`config.mk`:
```
export PLATFORM = sky130hd
export DESIGN_NAME = pwm_nonoverlap_gen
export DESIGN_NICKNAME = d
export VERILOG_FILES = /design/src/rtl/pwm_nonoverlap_gen.sv
export SDC_FILE = /design/constraint.sdc
export NUM_CORES = 1
export LEC_CHECK = 0
export BUFFER_PORTS_ARGS = -buffer_cell sky130_fd_sc_hd__buf_4
export CAP_MARGIN = 25
export CORE_UTILIZATION = 25
export DETAILED_ROUTE_END_ITERATION = 10
export PLACE_DENSITY = 0.5
export SLEW_MARGIN = 20
export SYNTH_ARGS = -nofsm -noshare
export SYNTH_HDL_FRONTEND = slang
export SYNTH_SLANG_ARGS = --single-unit
```
`constraint.sdc`:
```
create_clock -name clk -period 3.09 [get_ports clk]
set_input_delay 0.618 -clock clk [delete_from_list [all_inputs] [get_ports clk]]
set_output_delay 0.618 -clock clk [all_outputs]
set_load 0.01 [all_outputs]
```
`src/rtl/pwm_nonoverlap_gen.sv`:
```
// pwm_nonoverlap_gen
//   Complementary high-side/low-side PWM generator with non-overlap dead time,
//   over-current blanking windows, a period-synchronous duty shadow register
//   and duty clamping so the low-side window never wraps past the period end.
//
// Optional feature macro: PWM_BRAKE_EN (adds the brake input; low-side braking
// with a dead-time hold-off on release). Default build leaves it out.
//
// Parameters
//   WIDTH      : counter/duty width, period = 2**WIDTH clocks
//   NONOVERLAP : dead time in clocks
//   BLANK      : over-current blanking window length in clocks
//
// Ports
//   clk          : system clock
//   rst          : asynchronous active-high reset
//   en           : run enable (0 holds counter at 0 and drives both sides low)
//   duty         : requested high-side duty in counts
//   brake        : (PWM_BRAKE_EN only) low-side brake request
//   PWM1         : high-side drive, registered
//   PWM2         : low-side drive, registered
//   PWM_synch    : period-start strobe (counter == 0)
//   ovr_I_blank  : over-current blanking indicator
//   duty_clamped : active shadow duty was clamped
module pwm_nonoverlap_gen #(
  parameter int unsigned WIDTH      = 11,
  parameter int unsigned NONOVERLAP = 64,
  parameter int unsigned BLANK      = 128
) (
  input  logic             clk,
  input  logic             rst,
  input  logic             en,
  input  logic [WIDTH-1:0] duty,
`ifdef PWM_BRAKE_EN
  input  logic             brake,
`endif
  output logic             PWM1,
  output logic             PWM2,
  output logic             PWM_synch,
  output logic             ovr_I_blank,
  output logic             duty_clamped
);

  localparam int unsigned      MAX_I   = (1 << WIDTH) - 1;
  localparam logic [WIDTH:0]   MAX_X   = (WIDTH+1)'(MAX_I);
  localparam logic [WIDTH:0]   NO_X    = (WIDTH+1)'(NONOVERLAP);
  localparam logic [WIDTH:0]   BLANK_X = (WIDTH+1)'(BLANK);
  localparam logic [WIDTH:0]   LIM_X   = MAX_X - NO_X;
  localparam logic [WIDTH:0]   A_END   = NO_X + BLANK_X;
  localparam logic [WIDTH-1:0] LIM     = LIM_X[WIDTH-1:0];
  localparam logic [WIDTH-1:0] CNT_MAX = '1;
  localparam logic [WIDTH-1:0] CNT_ONE = WIDTH'(1);

  if (WIDTH < 4) begin : g_chk_width
    $error("pwm_nonoverlap_gen: WIDTH must be >= 4");
  end
  if (NONOVERLAP + BLANK > MAX_I) begin : g_chk_blank
    $error("pwm_nonoverlap_gen: NONOVERLAP+BLANK must not exceed 2**WIDTH-1");
  end
  if (2 * NONOVERLAP >= MAX_I) begin : g_chk_dead
    $error("pwm_nonoverlap_gen: 2*NONOVERLAP must be below 2**WIDTH-1");
  end

  logic [WIDTH-1:0] cnt_q, cnt_d;
  logic [WIDTH-1:0] shadow_q, shadow_d;
  logic             clamped_q, clamped_d;
  logic             pwm1_q, pwm1_d;
  logic             pwm2_q, pwm2_d;
  logic             first_q, first_d;
  logic             load;
  logic             duty_over;
  logic             win_a, win_b;
  logic             blank_c;
  logic [WIDTH:0]   cnt_x, shadow_x, lo_start;
`ifdef PWM_BRAKE_EN
  localparam logic [WIDTH-1:0] HOLD_INIT = WIDTH'(NONOVERLAP);
  logic [WIDTH-1:0] hold_q, hold_d;
`endif

  always_comb begin
    cnt_x    = {1'b0, cnt_q};
    shadow_x = {1'b0, shadow_q};
    lo_start = shadow_x + NO_X;

    cnt_d = en ? cnt_q + CNT_ONE : '0;

    // first_q makes the first clock after reset sample duty, so the first
    // period after release already runs with the requested duty.
    load      = !en || (cnt_q == CNT_MAX) || first_q;
    first_d   = 1'b0;
    duty_over = ({1'b0, duty} > LIM_X);
    shadow_d  = shadow_q;
    clamped_d = clamped_q;
    if (load) begin
      shadow_d  = duty_over ? LIM : duty;
      clamped_d = duty_over;
    end

    pwm1_d = en && (cnt_x >= NO_X) && (cnt_x < shadow_x);
    pwm2_d = en && (cnt_x >= lo_start) && (cnt_q != CNT_MAX);

    // All window bounds are WIDTH+1 bits wide, so window B simply ends at
    // MAX instead of wrapping into the next period.
    win_a   = (cnt_x > NO_X) && (cnt_x < A_END);
    win_b   = (cnt_x > lo_start) && (cnt_x < lo_start + BLANK_X);
    blank_c = en && (win_a || win_b);

`ifdef PWM_BRAKE_EN
    hold_d = hold_q;
    if (brake) begin
      pwm1_d  = 1'b0;
      pwm2_d  = en;
      blank_c = 1'b0;
      hold_d  = HOLD_INIT;
    end else if (hold_q != '0) begin
      // dead time after brake release before normal PWM resumes
      pwm1_d = 1'b0;
      pwm2_d = 1'b0;
      hold_d = hold_q - CNT_ONE;
    end
`endif
  end

  always_ff @(posedge clk or posedge rst) begin
    if (rst) begin
      cnt_q     <= '0;
      shadow_q  <= '0;
      clamped_q <= 1'b0;
      pwm1_q    <= 1'b0;
      pwm2_q    <= 1'b0;
      first_q   <= 1'b1;
`ifdef PWM_BRAKE_EN
      hold_q    <= '0;
`endif
    end else begin
      cnt_q     <= cnt_d;
      shadow_q  <= shadow_d;
      clamped_q <= clamped_d;
      pwm1_q    <= pwm1_d;
      pwm2_q    <= pwm2_d;
      first_q   <= first_d;
`ifdef PWM_BRAKE_EN
      hold_q    <= hold_d;
`endif
    end
  end

  assign PWM1         = pwm1_q;
  assign PWM2         = pwm2_q;
  assign PWM_synch    = (cnt_q == '0);
  assign ovr_I_blank  = blank_c;
  assign duty_clamped = clamped_q;

endmodule

```
==> reports/summary.txt, run 1 <==
Vias in the first global route: 1391
CTS Buf Count: 3
Ports: 19
Hold WC Path Type: input pin to asynchronous set/reset pin
Post-place setup slack: 0.0675 ns
Crit path DAT: 2.57 ns
Syn avg cell area: 9.64 µm²
Largest net degree at the start of global routing: 18
Post-Route WL: 3.90 mm
Sequential area share after synthesis: 36.8%
PortBufs: 18
Power Density: 347 mW/mm²
Violated checks: setup timing
# diodes: 0
Starting DRC count in detailed routing: 46
CTS max path bufs: 2
Sw power: 227 µW
First-pass GRT wire length: 6.77 mm
Drc violations: 0
DR vias: 1384
Switching Share: 28.6%
Tcrit/Tclk final: 103%
Tot Pwr: 794 µW
Total global-route track usage: 11.5%
RSZ-0062 raised after global routing: true
TNS Setup: -0.0959 ns
Total gr overflow: 0
Root Buffer: clkbuf_8
Vias per inst: 4.45
Post-Syn Nets: 223
Die height: 86.2 µm
Post-synth EDFFs: 0
Final hold viol count: 0
Final setup vio count: 1
Clock Skew: 0.00220 ns
Yosys warns: 0
Multi-input gate area: 0.00114 mm²
Synth Cell Area: 0.00177 mm²
Synth cell types: 41
Max FO, Critical Path: 3
Synth Instances: 184
Internal power: 567 µW
Ys async rst share: 100%
Row count: 30
Initial Util: 26.0%
Final Core Density: 33.5%
Final #Nets: 255
Req. time, crit path: 2.47 ns
Die area: 0.00743 mm²
H-tree Lvls: 1
Wire length per cell: 12.6 µm
Pre-antenna DRT Iters: 4
Pleak: 0.00114 µW
Fmax: 314 MHz
Crit start category: flop
Fillers: 736
Die X: 86.2 µm
Ys flop type: dfrtp_1
Clk slew on worst S/H paths: 0.09 ns
Clock sink total: 26
Status: finished with violations
Slew Limit Fails: 0
Worst-skew pair later-pin latency: 0.27 ns
Crit path kind: flop to primary output
CTS tree: done
Peak VDD IR: 280 µV
Crit. End Element: primary output
Layout cell share with drive strength beyond 1: 27.0%
Number of max-cap violations: 0
Antenna violations before repair: 0
#FFs+latches synth: 26
Reg power frac: 47.1%
Sequential Area: 653 µm²
Setup ws final: -0.0959 ns
Core box area: 0.00683 mm²
Clock network power share: 28.6%
Final antenna-violating net count: 0
Synth-to-Final Area Change: 29.1%
Gate power share: 24.3%
Crit path time final: 3.19 ns
Detailed Place HPWL: 3.00 mm
Gpl congestion: 0.813
==> per-stage QoR <==
step                cells  hold slack, ns  instance area [µm²]
floorplan             184           0.451                 1770
global placement      302           0.477                 2050
detailed placement    303           0.478                 2080
CTS                   310           0.364                 2250
global route          311           0.376                 2290
finish                311           0.360                 2290
==> per-layer routing <==
metal | wire length [µm] | global-route usage (%) | part of all wire [%] | up-vias
met4 | 14 | 1.36 | 0.36 | 0
met3 | 111 | 2.38 | 2.8 | 2
met1 | 1930 | 15.1 | 49 | 664
met5 | 0 | 0 | 0 | -
met2 | 1850 | 20.1 | 47 | 18
li1 | - | - | - | 700
==> path summary, 6_finish.rpt <==
check,start,slack (ns),end,cells past startpoint
max,shadow_q[6],-0.1,ovr_I_blank,10
min,rst,0.36,shadow_q[2],2
max reg2reg,cnt_q[0],0.78,shadow_q[0],7
min reg2reg,cnt_q[0],0.50,cnt_q[0],1
max in group asynchronous,rst,2.09,first_q,4
min in group clk,cnt_q[0],0.50,cnt_q[0],1
==> area by class of cell <==
cell class              count  area share [%]
flip-flops and latches     26            28.5
clock buffers               4            2.41
well taps                  96            5.25
inverters                  19            3.12
multi-input cells         136            49.8
repair buffers             30            10.9
==> power groups by stage <==
stage               logic (µW)  clock network [µW]  registers, µW
floorplan                  101                   0            375
global placement           150                   0            378
finish                     193                 227            374
detailed placement         154                   0            379
CTS                        184                 234            373
global route               217                 251            377
==> cells by family after synthesis <==
| kind of cell | Yosys count | synth area share, % |
|---|---|---|
| fa+ha+maj | 25 | 17.6 |
| simple gates | 59 | 18.0 |
| flops | 26 | 36.8 |
| compound gates | 37 | 14.9 |
| mux | 1 | 0.565 |
| other cells | 1 | 0.212 |
| buf+inv | 22 | 5.50 |
| xor+xnor | 13 | 6.42 |
==> Yosys cell counts, drive strengths merged, types with 2 or more instances <==
library cell,count,area [µm²]
a21o,4,30.0
a21oi,5,25.0
and2,10,62.6
and3,2,12.5
and4,2,17.5
buf,2,22.5
dfrtp,25,626
ha,25,313
inv,19,71.3
nand2,16,60.1
nand3,7,40.0
nor2,4,15.0
nor2b,2,12.5
nor3,8,40.0
o211ai,2,15.0
o21ai,12,75.1
o22a,6,52.6
or2,2,12.5
xnor2,5,43.8
xor2,8,70.1
==> worst max-delay path, stage by stage, from the launching register on <==
cell and delay, ns:
dfrtp_2 0.45, ha_4 0.20, xor2_4 0.16, ha_4 0.17
xor2_1 0.14, ha_1 0.28, and4_1 0.17, o21ai_1 0.07
a211o_1 0.31, a32o_2 0.23, buf_6 0.12
==> state kept, by name, indices dropped and copies added, names as in the netlist <==
signal	count
cnt_q	11
first_q	1
PWM1	1
shadow_q	11
duty_clamped	1
PWM2	1
==> timing repair <==
item / 4_1_cts / 5_1_grt
hold buffers: 0 / 0
pin swaps: 15 / 11
buffers inserted: 3 / 1
endpoints found under the setup margin: 1 / 1
resized for setup: 16 / 7
==> cells in the final DEF, fill, tap and decap left out, drive strengths merged, types with 2 or more instances in the layout <==
cell type	instances
and2	10
dfrtp	25
xor2	8
inv	19
nor3	8
o21ai	12
clkbuf	4
ha	25
nand2	16
o22a	6
o211ai	2
xnor2	5
nand3	7
nor2b	2
and3	2
and4	2
nor2	4
a21o	4
or2	2
buf	30
a21oi	5
(Power assumes the default switching activity.)
==> inputs of run 2 (changes only) <==
--- a/config.mk
+++ b/config.mk
@@ -10,6 +10,7 @@
 export CORE_UTILIZATION = 25
 export DETAILED_ROUTE_END_ITERATION = 10
 export PLACE_DENSITY = 0.5
+export SKIP_CTS_REPAIR_TIMING = 1
 export SLEW_MARGIN = 20
 export SYNTH_ARGS = -nofsm -noshare
 export SYNTH_HDL_FRONTEND = slang
==> reports/summary.txt, run 2 (synthesis results as in run 1) <==
Root Buffer: clkbuf_8
Vias in the first global route: 1350
Number of max-cap violations: 0
# diodes: 0
Design area: 0.00226 mm²
Most common cell on crit path: ha_4
Total global-route track usage: 11.3%
CTS max path bufs: 2
Pleak: 0.00113 µW
Drc violations: 0
Wire length per cell: 12.6 µm
Violated checks: setup timing
Commonest non-fill, non-tap cell in the layout: buf_4
Largest registers: cnt_q (11), shadow_q (11)
Crit path time final: 3.22 ns
Row count: 30
RSZ-0062 raised after global routing: true
PortBufs: 18
Final setup vio count: 1
Starting DRC count in detailed routing: 41
Crit. path cell count: 10
Status: finished with violations
Crit start category: flop
First-pass GRT wire length: 6.65 mm
Detailed Place HPWL: 3.00 mm
Crit-path cells: ha_4 > xor2_2 > ha_2 > inv_1 > ha_4 > and4_1 > o21ai_2 > a211o_1 > a32o_2 > buf_6
Power Density: 346 mW/mm²
Final #Nets: 255
CTS Buf Count: 3
H-tree Lvls: 1
Crit path kind: flop to primary output
Most frequent cells in the layout: buf_4 (28), dfrtp_1 (25), ha_1 (21), inv_1 (18), nand2_1 (15)
Hold WC Path Type: input pin to asynchronous set/reset pin
Fillers: 746
Multi-input gate area: 0.00111 mm²
Max FO, Critical Path: 3
Sequential Area: 652 µm²
Final antenna-violating net count: 0
Crit path DAT: 2.60 ns
Post-Route WL: 3.92 mm
Critical R2R Launch: cnt_q[0]
Die area: 0.00743 mm²
Initial Util: 26.0%
Setup crit start: shadow_q[6]
DP Area: 0.00208 mm²
Tcrit/Tclk final: 104%
Worst-skew pair later-pin latency: 0.27 ns
Tot Pwr: 780 µW
Die height: 86.2 µm
Clock Skew: 0.00318 ns
Setup ws final: -0.130 ns
Gpl congestion: 0.813
Req. time, crit path: 2.47 ns
DR vias: 1369
Cell family with most CP delay: adder cells
Slew Limit Fails: 0
Crit. End Element: primary output
Clock sink total: 26
Worst R2R Path Depth: 7
Total gr overflow: 0
Crit path max-delay cell type: dfrtp_1
CTS tree: done
Layout cell share with drive strength beyond 1: 25.1%
Core box area: 0.00683 mm²
Ports: 19
Die X: 86.2 µm
Vias per inst: 4.40
Slowest cell delay on critical path: 0.43 ns
TNS Setup: -0.130 ns
Pre-antenna DRT Iters: 4
Fmax: 311 MHz
Clk slew on worst S/H paths: 0.10 ns
Peak VDD IR: 280 µV
Largest net degree at the start of global routing: 18
Synth-to-Final Area Change: 27.2%
Antenna violations before repair: 0
Buf+Inv Stages, Crit Path: 2
Final hold viol count: 0
==> run 2: through the flow <==
step / util (%) / setup WS (ns) / instances / hold WS (ns)
floorplan: - / 0.151 / 184 / 0.451
global placement: 30.1 / 0.0756 / 302 / 0.477
CTS: 31.3 / -0.250 / 307 / 0.364
finish: 33.0 / -0.130 / 311 / 0.360
global route: 33.0 / -0.251 / 311 / 0.375
detailed placement: 30.5 / 0.0675 / 303 / 0.478
==> run 2: area by class of cell <==
class | instances | share of cell area, %
clock buffer | 4 | 2.44
inverter | 19 | 3.16
multi-input combinational | 136 | 49.1
sequential | 26 | 28.9
tap | 96 | 5.32
timing repair buffer | 30 | 11.0
==> run 2: path summary, 6_finish.rpt <==
check | to | slack, ns
min reg2reg | cnt_q[0] | 0.50
max | ovr_I_blank | -0.13
min in group clk | cnt_q[0] | 0.50
min | shadow_q[2] | 0.36
max reg2reg | shadow_q[0] | 0.78
max in group asynchronous | first_q | 2.08
==> run 2: power breakdown <==
group	switching [µW]	total (µW)	leakage [µW]	internal [µW]
combinational	92.4	180	0.000771	87.2
clock	114	228	0.0000288	114
sequential	15.5	373	0.000330	358
total	221	780	0.00113	559
==> run 2: metal layers <==
layer	GRT usage, %	vias to the layer above	wire length [µm]
met5	0	-	0
li1	-	701	-
met2	19.3	14	1840
met4	1.36	0	14
met3	2.38	2	111
met1	15.1	652	1950
